[config.mk]
export PLATFORM = sky130hd
export DESIGN_NAME = display_scan_ctrl
export DESIGN_NICKNAME = d
export VERILOG_FILES = /design/src/rtl/display_scan_ctrl.sv
export SDC_FILE = /design/constraint.sdc
export NUM_CORES = 1
export LEC_CHECK = 0
export CAP_MARGIN = 20
export CELL_PAD_IN_SITES_DETAIL_PLACEMENT = 1
export CELL_PAD_IN_SITES_GLOBAL_PLACEMENT = 1
export CORE_MARGIN = 4
export CORE_UTILIZATION = 40
export DETAILED_ROUTE_END_ITERATION = 12
export HOLD_SLACK_MARGIN = 0.03
export PLACE_DENSITY_LB_ADDON = 0.1
export SLEW_MARGIN = 10
export SYNTH_ARGS = -nofsm -noshare
export SYNTH_HDL_FRONTEND = slang
export SYNTH_SLANG_ARGS = --single-unit
[constraint.sdc]
create_clock -name clk_i -period 4.5 [get_ports clk_i]
set_input_delay 0.675 -clock clk_i [delete_from_list [all_inputs] [get_ports clk_i]]
set_output_delay 0.675 -clock clk_i [all_outputs]
set_load 0.03 [all_outputs]
[src/rtl/display_scan_ctrl.sv]
// display_scan_ctrl: time-multiplexed seven-segment scanner.
// Each digit slot has an all-anodes-off guard interval followed by a drive
// interval. The digit nibble and letter flag go out to an external
// combinational decoder, and its segment pattern is registered on the way back.
// Inputs are captured once per frame, so a frame always shows one consistent
// set of values.
module display_scan_ctrl #(
  parameter int NUM_DIGITS  = 8,
  parameter int REFRESH_DIV = 100000,
  parameter int GUARD_CYC   = 4
) (
  input  logic                    clk_i,
  input  logic                    rst_i,
  input  logic                    en_i,
  input  logic [4*NUM_DIGITS-1:0] data_i,
  input  logic [NUM_DIGITS-1:0]   ltr_i,
  input  logic [NUM_DIGITS-1:0]   dp_i,
  input  logic [NUM_DIGITS-1:0]   blank_i,
  output logic [3:0]              dec_data_o,
  output logic                    dec_ltr_o,
  input  logic [7:0]              seg_i,
  output logic [NUM_DIGITS-1:0]   an_o,
  output logic [7:0]              seg_o,
  output logic [2:0]              digit_o,
  output logic                    frame_o
);

  localparam int CNT_W = (REFRESH_DIV > 1) ? $clog2(REFRESH_DIV) : 1;
  localparam logic [CNT_W-1:0] GUARD_LAST = CNT_W'(GUARD_CYC - 1);
  localparam logic [CNT_W-1:0] SLOT_LAST  = CNT_W'(REFRESH_DIV - 1);
  localparam logic [2:0]       DIGIT_LAST = 3'(NUM_DIGITS - 1);

  typedef enum logic [1:0] {
    ST_IDLE  = 2'd0,
    ST_GUARD = 2'd1,
    ST_DRIVE = 2'd2
  } state_t;

  state_t                  state, state_nxt;
  logic [CNT_W-1:0]        cnt, cnt_nxt;
  logic [2:0]              digit, digit_nxt;
  logic                    snap_take;

  logic [4*NUM_DIGITS-1:0] snap_data;
  logic [NUM_DIGITS-1:0]   snap_ltr;
  logic [NUM_DIGITS-1:0]   snap_dp;
  logic [NUM_DIGITS-1:0]   snap_blank;

  logic                    cur_dp;
  logic                    cur_blank;
  logic [NUM_DIGITS-1:0]   cur_onehot;
  logic [NUM_DIGITS-1:0]   an_nxt;
  logic [7:0]              seg_nxt;

  // The decoder's own dp bit is deliberately dropped; dp comes from dp_i.
  logic unused_seg_dp;
  assign unused_seg_dp = seg_i[7];

  assign digit_o = digit;

  // Select the current digit's snapshot fields (decoder feed plus dp/blank/anode).
  always_comb begin
    dec_data_o = '0;
    dec_ltr_o  = 1'b0;
    cur_dp     = 1'b0;
    cur_blank  = 1'b0;
    cur_onehot = '0;
    for (int k = 0; k < NUM_DIGITS; k++) begin
      if (digit == 3'(k)) begin
        dec_data_o    = snap_data[4*k +: 4];
        dec_ltr_o     = snap_ltr[k];
        cur_dp        = snap_dp[k];
        cur_blank     = snap_blank[k];
        cur_onehot[k] = 1'b1;
      end
    end
  end

  // State register: FSM state, slot counter and digit index.
  always_ff @(posedge clk_i) begin
    if (rst_i) begin
      state <= ST_IDLE;
      cnt   <= '0;
      digit <= '0;
    end else begin
      state <= state_nxt;
      cnt   <= cnt_nxt;
      digit <= digit_nxt;
    end
  end

  // Next-state logic: guard then drive per slot, snapshot at each frame start.
  always_comb begin
    state_nxt = state;
    cnt_nxt   = cnt;
    digit_nxt = digit;
    snap_take = 1'b0;
    if (!en_i) begin
      state_nxt = ST_IDLE;
      cnt_nxt   = '0;
      digit_nxt = '0;
    end else begin
      case (state)
        ST_IDLE: begin
          state_nxt = ST_GUARD;
          cnt_nxt   = '0;
          digit_nxt = '0;
          snap_take = 1'b1;
        end
        ST_GUARD: begin
          cnt_nxt = cnt + 1'b1;
          if (cnt == GUARD_LAST) begin
            state_nxt = ST_DRIVE;
          end
        end
        ST_DRIVE: begin
          if (cnt == SLOT_LAST) begin
            cnt_nxt   = '0;
            state_nxt = ST_GUARD;
            if (digit == DIGIT_LAST) begin
              digit_nxt = '0;
              snap_take = 1'b1;
            end else begin
              digit_nxt = digit + 3'd1;
            end
          end else begin
            cnt_nxt = cnt + 1'b1;
          end
        end
        default: begin
          state_nxt = ST_IDLE;
          cnt_nxt   = '0;
          digit_nxt = '0;
        end
      endcase
    end
  end

  // Output logic: next anode/segment values, decoded from the upcoming state so
  // the pins are registered and glitch-free. Entering DRIVE never changes the
  // digit or the snapshot, so the current-digit selects are valid for it.
  always_comb begin
    an_nxt  = '1;
    seg_nxt = {~cur_dp, seg_i[6:0]};
    if ((state_nxt == ST_DRIVE) && !cur_blank) begin
      an_nxt = ~cur_onehot;
    end
    if (state_nxt == ST_IDLE) begin
      seg_nxt = 8'hFF;
    end
  end

  // Frame snapshot of all per-digit inputs.
  always_ff @(posedge clk_i) begin
    if (rst_i) begin
      snap_data  <= '0;
      snap_ltr   <= '0;
      snap_dp    <= '0;
      snap_blank <= '0;
    end else if (snap_take) begin
      snap_data  <= data_i;
      snap_ltr   <= ltr_i;
      snap_dp    <= dp_i;
      snap_blank <= blank_i;
    end
  end

  // Output registers for the display pins and the frame pulse.
  always_ff @(posedge clk_i) begin
    if (rst_i) begin
      an_o    <= '1;
      seg_o   <= 8'hFF;
      frame_o <= 1'b0;
    end else begin
      an_o    <= an_nxt;
      seg_o   <= seg_nxt;
      frame_o <= snap_take;
    end
  end

endmodule

==> metrics <==
setup TNS=0 ns; Worst VDD drop=0.162 mV; Comb pwr share=11.2%; Hold Path Stages=2; Critical R2R Capture=snap_data[31]$_SDFFE_PP0P_; most frequent cell after synthesis=nand2_1; clock-pin slew on the worst setup and hold paths=0.10 ns; die width=110 µm; Post-synth EDFFs=0; crit end category=primary output; Post-Place Worst Slack=0.947 ns; Slowest-stage cell, CP=clkdlybuf4s50_1; register area share after synthesis=45.6%; Clock Skews=0.0159 ns; top_reg_cell synth=dfxtp_1; Tot GR Track Use=19.3%; Antenna Cells=0; Cell Chain, Critical Path=inv_1, ha_1, nor2b_1, a221oi_1, o311a_1, o21ai_0, clkdlybuf4s50_1; initial antenna violation count=0; RSZ-0062 raised after global routing=no; post-synth design cell area=4170 µm²; Post-Syn Nets=603; reg2reg setup slack=1.96 ns; detail-routed via count per cell=5.10; crit path time final=3.95 ns; core area=10,200 µm²; Post-CTS Setup Bufs=0; Hold Buf Count CTS=0; Routed WL per cell=15.4 µm; count of final hold-check violations=0; largest net degree at the start of global routing=57; slew of the pin with the lowest slew margin=0.712 ns; Die Area=12,100 µm²; largest cells by area after synthesis=dfxtp_1 46%, nand2_1 13%, a21oi_1 8.4%, ha_1 3.3%, nor2_1 2.9%; via count=3,756; root buf cell=clkbuf_8; area share of the largest cell type after synthesis=45.6%; Crit Path Max Fanout=12; outcome=completed; Fmax=253 MHz; vias in the first global route=3,724; Avg Inst Size Synth=7.95 µm²; Layout area overhead=27.0%; LEAKAGE=1.90 nW; antenna violation net count after detailed routing=0; Worst EP arrival=3.27 ns; Crit path max-delay family=buffers and inverters; post-CTS sizing=0; Total Wirelength=11,400 µm; clock tree sinks=95; worst rel slew slack=52.4%; Hold WC Path Type=flip-flop to flip-flop; clock share of power=33.3%; Rows=37; post-detail-place hpwl=8340 µm; P per Cell Area=302 nW/µm²; CP startpoint kind=flip-flop; Yosys reg bits=95; Initial Utilization=40.8%; sw power=0.426 mW; Flop pwr share=55.5%; Critical Path Stages=7; Reg2Reg Launch Point=cnt[0]$_SDFF_PP0_; CP required=3.83 ns; Max Slew Vio Count=0; cts bufs inserted=9; I/O pin cnt=92; post-route clock period utilization=87.7%; clk buf depth=2; cells after synthesis=525; die height=110 µm; Clock Latency Late Sink=0.36 ns; switching part of the total=26.6%; max-cap viol count=0; DRC Markers=0; CTS tree=yes; area leader, netlist=dfxtp_1; post-synth cell types=45; Post-synth ARST share=0%; critical path type=flip-flop to primary output; Buffers on Ports=90; H-Tree Depth=3; final setup vio count=0; Pre-Repair DR Iteration Count=4; layout cells sized above 1=5.00%; 1st-iter DRT viols=112; slowest stage delay, CP=0.72 ns; first-pass GRT wire length=18,600 µm; internal power=1.18 mW; total gr overflow=0; Yosys Warn Count=0; Crit path buffers/inverters=2; Final nets=673; Synth top cells by count=147 x nand2_1, 95 x dfxtp_1, 70 x a21oi_1, 32 x nor2_1, 23 x clkbuf_1; Worst R2R Path Depth=7; Final GP Congestion=0.797; final worst slack=0.554 ns; Critical path destination=dec_data_o[3]; worst setup path startpoint=digit_o[0]$_SDFFE_PP0P_
flip-flops by register name, summed over array words and instances (netlist names):
register	flops
snap_data	32
cnt	17
an_o	8
seg_o	8
snap_blank	8
snap_dp	8
snap_ltr	8
digit_o	3
state	2
frame_o	1
logic make-up after synthesis:
logic type / synth area share [%]
AO/OA/AOI/OAI: 15.7
flip-flops: 45.6
AND/OR/NAND/NOR: 27.5
XOR/XNOR: 3.15
buffers and inverters: 4.77
adder cells (fa/ha/maj): 3.30
worst register-to-register path: stages, from the launching register on:
cell,delay [ns]
dfxtp_1,0.39
ha_1,0.24
and4_1,0.37
nand4_4,0.21
o21ai_4,0.58
buf_4,0.42
nand2_1,0.13
a21oi_1,0.13
per-layer routing:
metal / up-vias / track usage, % / wire length, µm
met2: 69 / 31.6 / 5320
met5: - / 0 / 0
li1: 1909 / - / -
met3: 12 / 3.03 / 447
met1: 1766 / 25.9 / 5390
met4: 0 / 6.60 / 210
power by group through the flow:
stage	logic (mW)	registers (mW)	clock network, mW
floorplan	0.0868	0.911	0
global placement	0.177	0.908	0
detailed placement	0.181	0.909	0
CTS	0.182	0.890	0.553
global route	0.198	0.894	0.589
finish	0.179	0.890	0.534
stage by stage:
stage	cells	hold WS [ns]	cell area (µm²)	util (%)	total power, mW
2_1_floorplan	525	0.430	4170	-	0.998
3_3_place_gp	720	0.438	5120	50.0	1.08
3_5_place_dp	720	0.445	5120	50.0	1.09
4_1_cts	736	0.459	5300	51.8	1.62
5_1_grt	736	0.482	5300	51.8	1.68
6_report	736	0.456	5300	51.8	1.60
placed cells by master (no fill, tap or decap), drive strengths merged, types with 2 or more instances in the layout:
cell type	synthesis	routed
nand2	147	147
dfxtp	95	95
clkdlybuf4s50	0	89
a21oi	70	70
nor2	32	32
o21ai	21	21
nand4	13	13
inv	9	13
nand3	11	11
ha	11	11
nor2b	9	9
xor2	9	9
clkbuf	23	9
nand3b	8	8
a221oi	7	7
xnor2	6	6
o311a	5	5
and3	5	5
buf	12	5
and2	3	3
nand2b	3	3
nor3	3	3
and4	2	2
a31oi	2	2
or4	2	2
nand4b	2	2
clkinv	0	2
nor4	2	2
or3b	2	2
area by class of cell:
| type | instances | area (µm²) |
|---|---|---|
| tap | 136 | 170 |
| clock inverter | 7 | 62.6 |
| inverter | 9 | 33.8 |
| sequential | 95 | 1900 |
| multi-input combinational | 386 | 2080 |
| timing repair buffer | 94 | 926 |
| fill | 1267 | 4930 |
| clock buffer | 9 | 124 |
worst min path at each step:
stage,end,slack [ns],startpoint
2_1_floorplan,cnt[0]$_SDFF_PP0_,0.43,cnt[0]$_SDFF_PP0_
3_3_place_gp,snap_data[23]$_SDFFE_PP0P_,0.44,snap_data[23]$_SDFFE_PP0P_
3_5_place_dp,snap_ltr[5]$_SDFFE_PP0P_,0.44,snap_ltr[5]$_SDFFE_PP0P_
4_1_cts,snap_ltr[5]$_SDFFE_PP0P_,0.46,snap_ltr[5]$_SDFFE_PP0P_
5_1_grt,snap_blank[4]$_SDFFE_PP0P_,0.48,snap_blank[4]$_SDFFE_PP0P_
6_report,snap_blank[4]$_SDFFE_PP0P_,0.46,snap_blank[4]$_SDFFE_PP0P_
(Power assumes the default switching activity.)
